===== src/rtl/game_pkg.sv =====
// Shared breakout sequencer types: FSM states and renderer screen codes.
// GAME_PAUSE_EN adds the PAUSE state and its screen mapping.
package game_pkg;

    localparam int LIVES_W = 4;
    localparam int LEVEL_W = 4;

    localparam logic [2:0] SCR_START = 3'd0;
    localparam logic [2:0] SCR_OVER  = 3'd1;
    localparam logic [2:0] SCR_PLAY  = 3'd2;
    localparam logic [2:0] SCR_CLEAR = 3'd3;
    localparam logic [2:0] SCR_WIN   = 3'd4;
    localparam logic [2:0] SCR_PAUSE = 3'd5;

    typedef enum logic [3:0] {
        ST_INIT,
        ST_START,
        ST_SERVE,
        ST_PLAY,
        ST_LIFE_LOST,
        ST_LEVEL_CLEAR,
        ST_OVER,
        ST_WIN
`ifdef GAME_PAUSE_EN
        , ST_PAUSE
`endif
    } state_t;

    function automatic logic [2:0] screen_of(state_t s);
        case (s)
            ST_SERVE, ST_PLAY, ST_LIFE_LOST: screen_of = SCR_PLAY;
            ST_LEVEL_CLEAR:                  screen_of = SCR_CLEAR;
            ST_OVER:                         screen_of = SCR_OVER;
            ST_WIN:                          screen_of = SCR_WIN;
`ifdef GAME_PAUSE_EN
            ST_PAUSE:                        screen_of = SCR_PAUSE;
`endif
            default:                         screen_of = SCR_START;
        endcase
    endfunction

    // States whose screen the renderer draws and acknowledges with screen_done.
    function automatic logic is_drawn(state_t s);
        is_drawn = (s == ST_START) || (s == ST_OVER) || (s == ST_WIN)
`ifdef GAME_PAUSE_EN
                   || (s == ST_PAUSE)
`endif
                   ;
    endfunction

endpackage


===== src/rtl/key_edge.sv =====
// Active-low push-button synchroniser with a single-cycle press pulse.
// Used for play_game and, under GAME_PAUSE_EN, pause_key.
module key_edge (
    input  logic clock,
    input  logic reset_game_control,
    input  logic key_n_i,
    output logic press_o
);

    logic meta_q, sync_q, prev_q;

    always_ff @(posedge clock or negedge reset_game_control) begin
        if (!reset_game_control) begin
            meta_q <= 1'b1;
            sync_q <= 1'b1;
            prev_q <= 1'b1;
        end else begin
            meta_q <= key_n_i;
            sync_q <= meta_q;
            prev_q <= sync_q;
        end
    end

    // A held key leaves prev_q low, so it never fires again until released.
    assign press_o = prev_q & ~sync_q;

endmodule


===== src/rtl/game_flow_ctrl.sv =====
// Breakout game sequencer: lives, levels, banner holds and renderer handshake.
// Define GAME_PAUSE_EN to add the pause screen driven by pause_key.
import game_pkg::*;

module game_flow_ctrl #(
    parameter int NUM_LIVES   = 3,
    parameter int NUM_LEVELS  = 4,
    parameter int HOLD_CYCLES = 25000000
) (
    input  logic       clock,
    input  logic       reset_game_control,
    input  logic       play_game,
    input  logic       pause_key,
    input  logic       ball_down,
    input  logic       all_bricks_down,
    input  logic       screen_done,
    output logic       screen_start,
    output logic       plot,
    output logic [2:0] sel_screen,
    output logic       run_game,
    output logic       reset_control,
    output logic       reset_brick_count,
    output logic       enable_brick_count,
    output logic [3:0] lives_left,
    output logic [3:0] level
);

    localparam int                 CNT_W      = $clog2(HOLD_CYCLES);
    localparam logic [CNT_W-1:0]   HOLD_LAST  = CNT_W'(HOLD_CYCLES - 1);
    localparam logic [LIVES_W-1:0] LIVES_INIT = LIVES_W'(NUM_LIVES);
    localparam logic [LEVEL_W-1:0] LEVEL_LAST = LEVEL_W'(NUM_LEVELS - 1);

    state_t             state_q, state_d;
    logic [LIVES_W-1:0] lives_q, lives_d;
    logic [LEVEL_W-1:0] level_q, level_d;
    logic [CNT_W-1:0]   cnt_q, cnt_d;
    logic               done_q, done_d;
    logic               entering, holding, hold_last;
    logic               play_press;
    logic               screen_start_q, plot_q, run_q, en_q, rc_q, rb_q;
    logic [2:0]         sel_q;

    key_edge u_play_key (
        .clock              (clock),
        .reset_game_control (reset_game_control),
        .key_n_i            (play_game),
        .press_o            (play_press)
    );

`ifdef GAME_PAUSE_EN
    logic pause_press;

    key_edge u_pause_key (
        .clock              (clock),
        .reset_game_control (reset_game_control),
        .key_n_i            (pause_key),
        .press_o            (pause_press)
    );
`else
    logic unused_pause;
    assign unused_pause = pause_key;
`endif

    assign hold_last = (cnt_q == HOLD_LAST);

    always_comb begin
        state_d = state_q;
        lives_d = lives_q;
        level_d = level_q;
        case (state_q)
            ST_INIT: begin
                state_d = ST_START;
                lives_d = LIVES_INIT;
                level_d = '0;
            end
            ST_START: if (done_q && play_press) state_d = ST_SERVE;
            ST_SERVE: state_d = ST_PLAY;
            ST_PLAY: begin
                if (ball_down) begin
                    state_d = ST_LIFE_LOST;
                    lives_d = (lives_q == '0) ? '0 : lives_q - 1'b1;
                end else if (all_bricks_down) begin
                    state_d = ST_LEVEL_CLEAR;
                end
`ifdef GAME_PAUSE_EN
                else if (pause_press) begin
                    state_d = ST_PAUSE;
                end
`endif
            end
            ST_LIFE_LOST: if (hold_last) state_d = (lives_q == '0) ? ST_OVER : ST_SERVE;
            ST_LEVEL_CLEAR: begin
                if (hold_last) begin
                    if (level_q >= LEVEL_LAST) begin
                        state_d = ST_WIN;
                    end else begin
                        state_d = ST_SERVE;
                        level_d = level_q + 1'b1;
                    end
                end
            end
            ST_OVER, ST_WIN: if (done_q && play_press) state_d = ST_INIT;
`ifdef GAME_PAUSE_EN
            ST_PAUSE: if (done_q && pause_press) state_d = ST_PLAY;
`endif
            default: state_d = ST_INIT;
        endcase

        // Counter and screen-done flag restart on every state entry.
        entering = (state_d != state_q);
        holding  = (state_q == ST_LIFE_LOST) || (state_q == ST_LEVEL_CLEAR);
        cnt_d    = (entering || !holding) ? '0 : cnt_q + 1'b1;
        done_d   = entering ? 1'b0 : (done_q | screen_done);
    end

    // Outputs are decoded from next-state so they line up with state_q.
    always_ff @(posedge clock or negedge reset_game_control) begin
        if (!reset_game_control) begin
            state_q        <= ST_INIT;
            lives_q        <= LIVES_INIT;
            level_q        <= '0;
            cnt_q          <= '0;
            done_q         <= 1'b0;
            screen_start_q <= 1'b0;
            plot_q         <= 1'b0;
            sel_q          <= SCR_START;
            run_q          <= 1'b0;
            en_q           <= 1'b0;
            rc_q           <= 1'b0;
            rb_q           <= 1'b0;
        end else begin
            state_q        <= state_d;
            lives_q        <= lives_d;
            level_q        <= level_d;
            cnt_q          <= cnt_d;
            done_q         <= done_d;
            screen_start_q <= is_drawn(state_d) && entering;
            plot_q         <= is_drawn(state_d) && !done_d;
            sel_q          <= screen_of(state_d);
            run_q          <= (state_d == ST_PLAY);
            en_q           <= (state_d == ST_PLAY);
            rc_q           <= !((state_d == ST_INIT) || (state_d == ST_SERVE));
            rb_q           <= !((state_d == ST_INIT) ||
                                ((state_d == ST_LEVEL_CLEAR) && (cnt_d == HOLD_LAST)));
        end
    end

    assign screen_start       = screen_start_q;
    assign plot               = plot_q;
    assign sel_screen         = sel_q;
    assign run_game           = run_q;
    assign enable_brick_count = en_q;
    assign reset_control      = rc_q;
    assign reset_brick_count  = rb_q;
    assign lives_left         = lives_q;
    assign level              = level_q;

endmodule


===== config.mk =====
export PLATFORM = sky130hd
export DESIGN_NAME = game_flow_ctrl
export DESIGN_NICKNAME = d
export VERILOG_FILES = /design/src/rtl/game_pkg.sv /design/src/rtl/key_edge.sv /design/src/rtl/game_flow_ctrl.sv
export SDC_FILE = /design/constraint.sdc
export NUM_CORES = 1
export LEC_CHECK = 0
export CORE_ASPECT_RATIO = 0.75
export CORE_MARGIN = 4
export CORE_UTILIZATION = 58
export DETAILED_ROUTE_END_ITERATION = 10
export GPL_TIMING_DRIVEN = 0
export PLACE_DENSITY_LB_ADDON = 0.25
export SLEW_MARGIN = 20
export SYNTH_ARGS = -nofsm -noshare
export SYNTH_HDL_FRONTEND = slang
export SYNTH_SLANG_ARGS = --single-unit

===== constraint.sdc =====
create_clock -name clock -period 2.4 [get_ports clock]
set_clock_uncertainty 0.05 [all_clocks]
set_input_delay 0.48 -clock clock [delete_from_list [all_inputs] [get_ports clock]]
set_output_delay 0.48 -clock clock [all_outputs]
set_load 0.03 [all_outputs]

-- After elaboration in Yosys (flattened, before gate mapping)
Index checks and enable logic that the tools add are counted.
- register bits: 49
- bits of input ports: 7
- mux-type cells: 18
- reduce and logical (&&, ||, !) cells: 23
- eq/ne operators: 20
- bitwise gates (word level): 3
- add/subtract/negate cells: 3
- magnitude comparators: 1
- operators with widths (cell ; count):
    == test 25 bit (second input constant) ; 2
    two-way mux 4 bit ; 10
    == test 4 x 3 -> 1 bit (second input constant) ; 8
    one-hot mux 4 bit (7 select lines) ; 1
    adder 25 x 1 -> 25 bit (second input constant) ; 1
    two-way mux 25 bit ; 1
    == test 4 x 2 -> 1 bit (second input constant) ; 4
    one-hot mux 4 bit (2 select lines) ; 2
    logical NOT 4 bit ; 3
    one-hot mux 3 bit (4 select lines) ; 1
    == test 4 x 1 -> 1 bit (second input constant) ; 2
    logical OR 1 bit ; 6
    two-way mux 3 bit ; 2
    inequality test 2 bit (second input constant) ; 3
    adder 4 x 1 -> 4 bit (second input constant) ; 1
    >= comparator 4 x 2 -> 1 bit (second input constant) ; 1
    logical AND 1 bit ; 4
    logical NOT 1 bit ; 4
    inequality test 4 bit ; 1
    nonzero test 2 bit ; 2
    subtractor 4 x 1 -> 4 bit (second input constant) ; 1
    AND reduction 3 bit ; 1
    OR reduction 3 bit ; 1
    AND reduction 2 bit ; 1
    5 further kinds ; 5

-- Longest topological paths before layout
- depth after elaboration: 12
- depth in mapped cells: 9
- gate-level depth less buffers: 8

-- Hierarchy
From an unflattened synthesis, not the netlist that was laid out.
- cell total of the unflattened synthesis: 270
- area total of the unflattened synthesis: 2534.9 um^2
- by module, submodules not included (module ; area each (um^2) ; sequential area each (um^2) ; times used ; cells an instance):
    game_flow_ctrl ; 2442.3 ; 1153.6 ; 1 ; 266
    key_edge ; 92.6 ; 78.8 ; 1 ; 4

-- Least setup slack after synthesis
No wires, ideal clock.
- kind: flip-flop to flip-flop
- start: register cnt_q[15]
- end: register plot_q, in the netlist plot
- data arrival time: 2016 ps
- data required time: 2278 ps
- path buffers: 1
- cell stages (with the launch flop): 9
- slack: 262 ps
- period minus slack after synthesis: 2138 ps
- cells stage by stage: dfrtp_1 > buf_4 > nor4b_1 > nand4_2 > nor3_2 > nor2_1 > nor3_4 > mux2_1 > nor2_1
- word-level cells in the longest chain between the ends: 7
- elaborated cells between the ends (all ways): 13
- those cells by class: 5 x eq/ne; 4 x mux; 4 x reduce/logical
- ends and longest elaborated chain (item ; RTL line ; text):
    start: declaration ; game_flow_ctrl.sv:36 ; logic [CNT_W-1:0] cnt_q, cnt_d;
    start signal: assignment ; game_flow_ctrl.sv:135 ; cnt_q <= cnt_d;
    == test 25 bit * ; game_flow_ctrl.sv:64 ; assign hold_last = (cnt_q == HOLD_LAST);
    two-way mux 4 bit (on tied branches) ; game_flow_ctrl.sv:93, game_flow_ctrl.sv:91 ;
    one-hot mux 4 bit (7 select lines) * ; game_flow_ctrl.sv:70 ; case (state_q)
    inequality test 4 bit, or another cell as far along ; game_flow_ctrl.sv:110 ; entering = (state_d != state_q);
    two-way mux 1 bit or logical OR 1 bit (tied branches) ; game_flow_ctrl.sv:113, game_pkg.sv:44 ;
    logical NOT 1 bit or logical OR 1 bit (tied branches) ; game_flow_ctrl.sv:138, game_pkg.sv:44 ;
    logical AND 1 bit * ; game_flow_ctrl.sv:138 ; plot_q <= is_drawn(state_d) && !done_d;
    end signal: assignment ; game_flow_ctrl.sv:138 ;
    end: declaration ; game_flow_ctrl.sv:40 ; logic screen_start_q, plot_q, run_q, en_q, rc_q, rb_q;
Every way passes the cells marked *; elsewhere a longest branch is shown, timed or not.
A chain may end at the register's enable or synchronous reset.

-- Worst setup path in the final report
- start: register cnt_q[2]
- end: register rb_q, in the netlist reset_brick_count
- word-level cells in the longest chain between the ends: 10
- elaborated cells between the ends (all ways): 14
- those cells by class: 1 x add/sub; 4 x eq/ne; 4 x mux; 5 x reduce/logical
- ends and longest elaborated chain (item ; RTL line ; text):
    == test 25 bit ; game_flow_ctrl.sv:64 ;
    two-way mux 4 bit (on tied branches) ; game_flow_ctrl.sv:93, game_flow_ctrl.sv:91 ;
    one-hot mux 4 bit (7 select lines) ; game_flow_ctrl.sv:70 ;
    inequality test 4 bit ; game_flow_ctrl.sv:110 ;
    logical OR 1 bit ; game_flow_ctrl.sv:112 ; cnt_d = (entering || !holding) ? '0 : cnt_q + 1'b1;
    two-way mux 25 bit ; game_flow_ctrl.sv:112 ;
    == test 25 bit ; game_flow_ctrl.sv:144 ; ((state_d == ST_LEVEL_CLEAR) && (cnt_d == HOLD_LAST)));
    logical AND 1 bit ; game_flow_ctrl.sv:144 ;
    logical OR 1 bit * ; game_flow_ctrl.sv:143 ; rb_q <= !((state_d == ST_INIT) ||
    logical NOT 1 bit * ; game_flow_ctrl.sv:143 ;
    end signal: assignment ; game_flow_ctrl.sv:143 ;
    end: declaration ; game_flow_ctrl.sv:40 ;
Marked as above.

==> impl_metrics.env <==
export IMPL_grtUsageTotal_pct=21.85
export IMPL_vias_in_the_first_global_route=2052
export IMPL_result_of_the_run="finished, final reports clean"
export IMPL_drcViolationCount=0
export IMPL_routability_cong=0.8453
export IMPL_clock_latency_ns=0.31
export IMPL_postSynthCellCount=290
export IMPL_timing_final_crit_share_pct=95.61
export IMPL_final_layout_size_suffix_gt1_share_pct=17.99
export IMPL_drt_iter0_markers=169
export IMPL_post_synth_and_or_nand_nor_area_fraction_pct=27.71
export IMPL_total_power_uw=1562
export IMPL_initial_utilization_pct=61.05
export IMPL_finalSetupViolCount=0
export IMPL_worstHoldPathType="input pin to asynchronous set/reset pin"
export IMPL_power_clock_fraction_pct=38.9
export IMPL_synth_nets=299
export IMPL_power_switching_uw=370.1
export IMPL_cts_tree="done"
export IMPL_detail_route_antenna_nets=0
export IMPL_power_switching_fraction_pct=23.69
export IMPL_slew_violations=0
export IMPL_timing_hold_violations_final=0
export IMPL_layout_commonest_cell="dfrtp_1"
export IMPL_async_reset_ff_share_pct=100.0
export IMPL_critical_path_required_ns=2.54
export IMPL_worstSetupStartpointType="flop"
export IMPL_max_freq_mhz=435.8
export IMPL_seq_power_share_pct=54.2
export IMPL_final_seq_area_sq_um=1236
export IMPL_grt_pass1_wl_microns=10050
export IMPL_die_height_microns=67.73
export IMPL_yosysWarnings=0
export IMPL_area_growth_syn_to_layout_pct=19.55
export IMPL_final_fill_count=337
export IMPL_static_leak_uw=0.001317
export IMPL_antennaDiodeCount=0
export IMPL_number_of_maximum_capacitance_violations=0
export IMPL_fp_row_count=21
export IMPL_path_class="flop to flop"
export IMPL_critical_path_peak_fanout=10
export IMPL_internal_power_uw=1192
export IMPL_cts_made_buffers=5
export IMPL_fin_nets=336
export IMPL_die_area_sq_um=5936
export IMPL_worst_ir_drop_vdd_mv=0.3579
export IMPL_synth_top_family_by_area="simple AND/OR/NAND/NOR gates"
export IMPL_synth_enable_flop_cells=0
export IMPL_yosysTopAreaCellShare_pct=39.91
export IMPL_most_common_layout_cells="dfrtp_1 (41), nor2_1 (36), clkdlybuf4s50_1 (21)"
export IMPL_timing_max_slew_rel_slack_pct=49.20
export IMPL_core_area_sq_um=4519
export IMPL_synth_sequential_area_ratio_pct=44.67
export IMPL_synth_compound_area_share_pct=13.83
export IMPL_cp_arrival_ns=2.43
export IMPL_routed_wirelength_microns=6293
export IMPL_vias_per_cell=6.099
export IMPL_p_per_area_nw_per_um2=473.7
export IMPL_die_w_microns=87.64
export IMPL_synthTopCellsByArea="dfrtp_1 (40%), nor2_1 (4.9%), dfstp_2 (4.8%)"
export IMPL_critical_path_capture_point_type="flop"
export IMPL_grt_overflow_total=0
export IMPL_comb_power_share_pct=6.9
export IMPL_cts_reportedPaths_clkPinSlew_ns=0.10
export IMPL_synthMuxAreaShare_pct=1.179
export IMPL_final_min_clock_period_ns=2.295
export IMPL_port_buffers=22
export IMPL_syn_std_cell_area_sq_um=2759
export IMPL_synthesized_area_fraction_occupied_by_xor_and_xnor_cells_pct=6.349
export IMPL_worst_hold_slack_ns=0.05035
export IMPL_yosys_reg_bits=49
export IMPL_multi_input_comb_area_sq_um=1430
export IMPL_grt_start_max_net_pins=33
export IMPL_htreeDepth=2
export IMPL_cts_buffer_depth=2
export IMPL_antenna_found_initial=0
export IMPL_cts_root_buffer="clkbuf_8"
export IMPL_netlist_cell_type_count=62
export IMPL_synthFlopType="dfrtp_1"
export IMPL_drt_pass1_iter_count=4
export IMPL_hpwl_microns=4306
export IMPL_design_portCount=24
export IMPL_syn_avg_cell_area_sq_um=9.513
export IMPL_cts_hold_fix_buffers=0
export IMPL_routed_vias=2348
export IMPL_synthAdderAreaFrac_pct=0.9070
export IMPL_tightestPinTransition_ns=0.7551
export IMPL_wire_per_inst_microns=16.35
export IMPL_numClockSinks=49
export IMPL_library_cell_occupying_the_most_area_in_the_post_synthesis_netlist="dfrtp_1"
==> cell usage after synthesis (2+ instances only) <==
cell / count
nand4_2: 2
nor2b_1: 3
a211o_1: 2
a21oi_1: 15
and4_1: 5
buf_2: 7
inv_1: 12
nor2_1: 36
nand2b_1: 4
nand2_1: 16
dfstp_2: 5
buf_6: 2
nor3b_1: 2
nor3_1: 20
and2_1: 2
nand3_1: 8
clkbuf_1: 4
buf_4: 3
nand4_1: 12
nand3b_1: 2
o21ai_0: 12
nor4_1: 5
nor3_2: 2
ha_1: 2
xnor2_1: 11
nor4b_1: 2
dfrtp_1: 44
o2bb2ai_1: 2
a211oi_1: 4
xor2_1: 9
or3_1: 4
==> cell families (layout without fill, tap and decap cells) <==
| kind of cell | Yosys count | count (layout) |
|---|---|---|
| other cells | 1 | 1 |
| compound gates | 53 | 53 |
| flops | 49 | 49 |
| mux | 3 | 3 |
| buf+inv | 29 | 67 |
| fa+ha+maj | 2 | 2 |
| xor+xnor | 20 | 20 |
| simple gates | 133 | 133 |
==> area by class of cell <==
class	count	area share, %
timing repair buffer	30	9.105
inverter	12	1.366
buffer	17	3.035
clock buffer	5	2.086
sequential	49	37.48
clock inverter	3	1.404
tap	57	2.162
multi-input combinational	212	43.36
==> flip-flops by register name, indices dropped and copies added (netlist names) <==
signal and count:
cnt_q 25, level 4, lives_left 4, state_q 4, sel_screen 3, done_q 1
enable_brick_count 1, plot 1, reset_brick_count 1, reset_control 1, screen_start 1, u_play_key.meta_q 1
u_play_key.prev_q 1, u_play_key.sync_q 1
==> critical path: stages (launching register included) <==
cell	delay (ns)
dfrtp_2	0.43
and4_1	0.22
buf_6	0.15
nand2_4	0.07
buf_6	0.16
o32a_1	0.29
o22a_1	0.21
a211oi_1	0.27
o2111a_1	0.26
o21ai_1	0.06
==> power groups by stage <==
| stage | registers [uW] | clock network [uW] | logic, uW |
|---|---|---|---|
| final | 847 | 608 | 107 |
| after global routing | 848 | 646 | 117 |
| after CTS | 846 | 612 | 106 |
| after detailed placement | 862 | 0 | 105 |
| after global placement | 862 | 0 | 100 |
| after floorplan | 876 | 0 | 37.2 |
==> stage by stage <==
stage / utilization (%) / setup slack, ns / setup TNS (ns) / cell area, sq um / std cells
after floorplan: - / 0.2621 / 0 / 2759 / 290
after global placement: 67.50 / -0.5943 / -26.60 / 3050 / 369
after detailed placement: 67.83 / -0.1366 / -0.2373 / 3065 / 370
after CTS: 70.57 / 0.02336 / 0 / 3189 / 379
after global routing: 72.98 / -0.06835 / -0.09539 / 3298 / 385
final: 72.98 / 0.1053 / 0 / 3298 / 385
==> layer usage <==
layer	up-vias	wire length [microns]	global-route usage (%)
li1	1120	-	-
met1	1118	3157	35.05
met2	105	2693	30.17
met3	5	407	3.659
met4	0	34	5.172
met5	-	0	0
==> timing repair <==
action                                  4_1_cts  5_1_grt
setup buffers                                 1        6
pin swaps                                     3        4
endpoints found under the setup margin        3       24
resized for setup                             1       12
==> final timing paths <==
kind | from | end | slack [ns] | cells past startpoint
max | cnt_q[2] | reset_brick_count | 0.11 | 9
min | reset_game_control | cnt_q[15] | 0.05 | 1
max reg2reg | cnt_q[2] | reset_brick_count | 0.11 | 9
min reg2reg | u_play_key.meta_q | u_play_key.sync_q | 0.31 | 0
max in group asynchronous | reset_game_control | u_play_key.prev_q | 1.66 | 2
min in group clock | u_play_key.meta_q | u_play_key.sync_q | 0.31 | 0
(Power assumes the default switching activity.)
